===== config.mk =====
export PLATFORM = sky130hd
export DESIGN_NAME = reg_bank_reader
export DESIGN_NICKNAME = d
export VERILOG_FILES = /design/src/rtl/reg_bank_reader.sv
export SDC_FILE = /design/constraint.sdc
export NUM_CORES = 1
export LEC_CHECK = 0
export BUFFER_PORTS_ARGS = -buffer_cell sky130_fd_sc_hd__buf_4
export CAP_MARGIN = 20
export CORE_MARGIN = 4
export CORE_UTILIZATION = 49
export CTS_BUF_LIST = sky130_fd_sc_hd__clkbuf_16
export DETAILED_ROUTE_END_ITERATION = 6
export GPL_TIMING_DRIVEN = 0
export PLACE_DENSITY = 0.81
export SLEW_MARGIN = 20
export SYNTH_ARGS = -nofsm -noshare
export SYNTH_HDL_FRONTEND = slang
export SYNTH_SLANG_ARGS = --single-unit

===== constraint.sdc =====
create_clock -name clk -period 1.7 [get_ports clk]
set_input_delay 0.085 -clock clk [delete_from_list [all_inputs] [get_ports clk]]
set_output_delay 0.085 -clock clk [all_outputs]
set_load 0.02 [all_outputs]

===== src/rtl/reg_bank_reader.sv =====
// Read-side controller for the load/clear register bank: one-hot output enable, fixed-latency bus capture, valid/ready handoff.
// Optional even-parity output dout_par is built when READ_PARITY_EN is defined.
module reg_bank_reader #(
    parameter int N    = 4,
    parameter int NREG = 4,
    parameter int AW   = 2
) (
    input  logic            clk,
    input  logic            clr_n,
    input  logic            rd_req,
    input  logic [AW-1:0]   rd_addr,
    output logic            rd_busy,
    output logic [NREG-1:0] oe,
    input  logic [N-1:0]    bus,
    output logic [N-1:0]    dout,
    output logic            dout_valid,
    input  logic            dout_ready,
    output logic            rd_err
`ifdef READ_PARITY_EN
    ,
    output logic            dout_par
`endif
);

    typedef enum logic [1:0] {
        IDLE = 2'd0,
        OE   = 2'd1,
        CAP  = 2'd2,
        VAL  = 2'd3
    } state_t;

    localparam logic [AW:0] NREG_W = (AW+1)'(NREG);

    state_t          state_q, state_d;
    logic [AW-1:0]   addr_q, addr_d;
    logic            err_q, err_d;
    logic [NREG-1:0] oe_q, oe_d;
    logic [N-1:0]    dout_q, dout_d;
    logic            valid_q, valid_d;
    logic            rd_err_q, rd_err_d;
    logic            busy_q, busy_d;
    logic            accept;
    logic            req_in_range;
`ifdef READ_PARITY_EN
    logic            par_q, par_d;
`endif

    function automatic logic [NREG-1:0] decode(input logic [AW-1:0] a);
        logic [NREG-1:0] r;
        r = '0;
        for (int i = 0; i < NREG; i++) begin
            if ({1'b0, a} == (AW+1)'(i)) begin
                r[i] = 1'b1;
            end
        end
        return r;
    endfunction

    assign req_in_range = ({1'b0, rd_addr} < NREG_W);

    always_comb begin
        state_d  = state_q;
        addr_d   = addr_q;
        err_d    = err_q;
        oe_d     = oe_q;
        dout_d   = dout_q;
        valid_d  = valid_q;
        rd_err_d = rd_err_q;
        accept   = 1'b0;
`ifdef READ_PARITY_EN
        par_d    = par_q;
`endif

        case (state_q)
            IDLE: begin
                oe_d = '0;
                if (rd_req) begin
                    accept = 1'b1;
                end
            end
            OE: begin
                // Enable is re-derived from the latched address so later rd_addr changes cannot leak in.
                oe_d    = err_q ? '0 : decode(addr_q);
                state_d = CAP;
            end
            CAP: begin
                dout_d   = err_q ? '0 : bus;
                rd_err_d = err_q;
                valid_d  = 1'b1;
                oe_d     = '0;
                state_d  = VAL;
`ifdef READ_PARITY_EN
                par_d    = err_q ? 1'b0 : ^bus;
`endif
            end
            VAL: begin
                if (dout_ready) begin
                    valid_d  = 1'b0;
                    rd_err_d = 1'b0;
                    if (rd_req) begin
                        accept = 1'b1;
                    end else begin
                        state_d = IDLE;
                    end
                end
            end
            default: begin
                state_d = IDLE;
                oe_d    = '0;
            end
        endcase

        if (accept) begin
            addr_d  = rd_addr;
            err_d   = !req_in_range;
            oe_d    = req_in_range ? decode(rd_addr) : '0;
            state_d = OE;
        end

        busy_d = (state_d != IDLE);
    end

    always_ff @(posedge clk or negedge clr_n) begin
        if (!clr_n) begin
            state_q  <= IDLE;
            addr_q   <= '0;
            err_q    <= 1'b0;
            oe_q     <= '0;
            dout_q   <= '0;
            valid_q  <= 1'b0;
            rd_err_q <= 1'b0;
            busy_q   <= 1'b0;
        end else begin
            state_q  <= state_d;
            addr_q   <= addr_d;
            err_q    <= err_d;
            oe_q     <= oe_d;
            dout_q   <= dout_d;
            valid_q  <= valid_d;
            rd_err_q <= rd_err_d;
            busy_q   <= busy_d;
        end
    end

`ifdef READ_PARITY_EN
    always_ff @(posedge clk or negedge clr_n) begin
        if (!clr_n) begin
            par_q <= 1'b0;
        end else begin
            par_q <= par_d;
        end
    end

    assign dout_par = par_q;
`endif

    assign rd_busy    = busy_q;
    assign oe         = oe_q;
    assign dout       = dout_q;
    assign dout_valid = valid_q;
    assign rd_err     = rd_err_q;

endmodule


==> results.tsv <==
metric	value	unit
total core area	0.00135	mm²
fmax	620	MHz
pwr dens	2280	mW/mm²
largest net degree at the start of global routing	15	
IO buf count	19	
Tot GR Track Use	20.5	%
most frequent cells in the layout	24 x buf_4, 14 x dfrtp_1, 6 x mux2_2	
fin nets	109	
die area	0.00217	mm²
root buffer cell	clkbuf_16	
Mapped Avg Cell Area	10.9	µm²
clock buffer count from CTS	3	
I/O pin count	21	
Die H	46.6	µm
detailed placer's ending HPWL	1.27	mm
detailed-route via count	631	
Row Count	13	
Final Cell Area	0.00102	mm²
#FFs+latches synth	14	
grt total ovfl	0	
P&R area growth vs syn	40.0	%
Clk Latency, worst-skew pair	0.24	ns
mapped cell area	729	µm²
pre-CTS setup slack	-0.0334	ns
endpoints failing hold	0	
initial antenna violation count	0	
final worst-path cycle share	94.9	%
Hold Crit Class	in -> reg	
final setup violation count	0	
Setup TNS	0	ns
CTS Sinks	14	
syn nets	81	
initial core utilization	54.0	%
# DRC	0	
Ant. Diodes	0	
commonest non-fill, non-tap cell in the layout	buf_4	
Max Transition Viols Final	0	
leakage power	0.000473	µW
overall power	2330	µW
Critical Path Source Type	flop	
Syn. warnings	0	
H-tree levels	1	
CTS Buffer Depth	2	
CP endpoint kind	flop	
Worst EP required	1.85	ns
post-synthesis cell count	67	
min Tclk post-route	1.61	ns
First-pass DRT Iterations	4	
first-pass GRT wire length	2.94	mm
setup ws final	0.0873	ns
sequential fraction of the synthesis area	48.0	%
clk slew on worst S/H paths	0.05	ns
Setup Skew	0.00315	ns
status	completed	
Avg WL per Cell	17.3	µm
gpl congestion	0.763	
crit path DAT	1.77	ns
Routed Antenna Nets	0	
Starting DRT DRC Count	17	
DRT Wirelength	1.88	mm
count of cell types in the netlist	25	
CP max FO	7	
Peak VDD IR	1.38	mV
Crit Path Category	reg -> reg	
share of cells above drive strength 1	41.5	%
DIE WIDTH	46.6	µm
hold slack	0.0756	ns
DP Area	891	µm²
Max Cap Violations	0	
CTS tree	built	
number of global-route vias before repair	624	
vias per cell	5.79	
-- Yosys cell counts --
cell       number  area [µm²]
a21o_2          1        8.76
conb_1          1        3.75
o22ai_1         1        6.26
a211oi_1        1        7.51
buf_4           1        7.51
nand2b_1        3        18.8
or4_1           1        7.51
clkbuf_1        1        3.75
a21oi_2         1        8.76
nand4_1         1        6.26
nand2_1         1        3.75
mux2_2          6        67.6
a2bb2oi_1       4        35.0
nor2b_1         3        18.8
nor3_1          1        5.00
o21ai_0         3        15.0
ha_1            4        50.1
nand3_1         2        10.0
and2_1          1        6.26
a21oi_1         2        10.0
nand4b_1        3        26.3
nor2_1          4        15.0
inv_1           4        15.0
o211ai_1        3        22.5
dfrtp_1        14         350
-- cell type report --
type	instances	area (µm²)
multi-input cells	47	368
flip-flops and latches	14	350
fillers	86	329
repair buffers	24	183
clock buffers	3	75.1
well taps	15	18.8
inverters	4	15.0
plain buffers	1	7.51
clock inverters	1	3.75
-- path summary, 6_finish.rpt --
path / startpoint / to / slack (ns) / depth (start not counted)
worst max-delay path: state_q[0]$_DFF_PN0_ / oe[1]$_DFFE_PN0P_ / 0.09 / 5
worst min-delay path: bus[1] / dout[1]$_DFFE_PN0P_ / 0.08 / 2
worst max register to register: state_q[0]$_DFF_PN0_ / oe[1]$_DFFE_PN0P_ / 0.09 / 5
worst min register to register: dout[1]$_DFFE_PN0P_ / dout[1]$_DFFE_PN0P_ / 0.52 / 1
max in group asynchronous: clr_n / dout[0]$_DFFE_PN0P_ / 1.29 / 2
min in group asynchronous: clr_n / addr_q[0]$_DFFE_PN0P_ / 0.24 / 2
-- what timing repair did --
action,4_1_cts,5_1_grt
pin swaps,0,1
hold endpoints to repair,14,0
setup buffers,0,4
gates resized for setup,1,3
setup endpoints to repair,4,7
hold buffers,1,0
-- registers in the layout, summed over array words and instances (netlist names) --
name and count:
addr_q 2, dout 4, dout_valid 1, oe 4
rd_busy 1, state_q 2
-- cells by family after synthesis --
group / Yosys count / synth area share [%]
simple gates: 20 / 16.1
compound gates: 16 / 15.6
flops: 14 / 48.0
buf+inv: 6 / 3.60
mux: 6 / 9.26
fa+ha+maj: 4 / 6.86
other cells: 1 / 0.514
-- per-layer routing --
| layer | up-vias | wire, µm | GRT usage, % |
|---|---|---|---|
| li1 | 295 | - | - |
| met1 | 307 | 801 | 26.7 |
| met2 | 25 | 951 | 32.7 |
| met3 | 4 | 102 | 3.13 |
| met4 | 0 | 27 | 10.2 |
| met5 | - | 0 | 0 |
-- critical path, stage by stage, from the launching register on --
cell,delay [ns]
dfrtp_1,0.40
buf_4,0.13
ha_1,0.29
nand4b_1,0.25
nand3_1,0.24
a2bb2oi_1,0.21
-- metrics by stage --
step	instances	util, %
CTS	106	72.8
floorplan	67	-
detailed placement	101	66.0
global placement	101	66.0
finish	109	75.6
global route	109	75.6
-- power breakdown --
part / internal, µW / switching [µW]
logic: 585 / 644
clock network: 310 / 130
registers: 510 / 146
total: 1410 / 920
(Power assumes the default switching activity.)
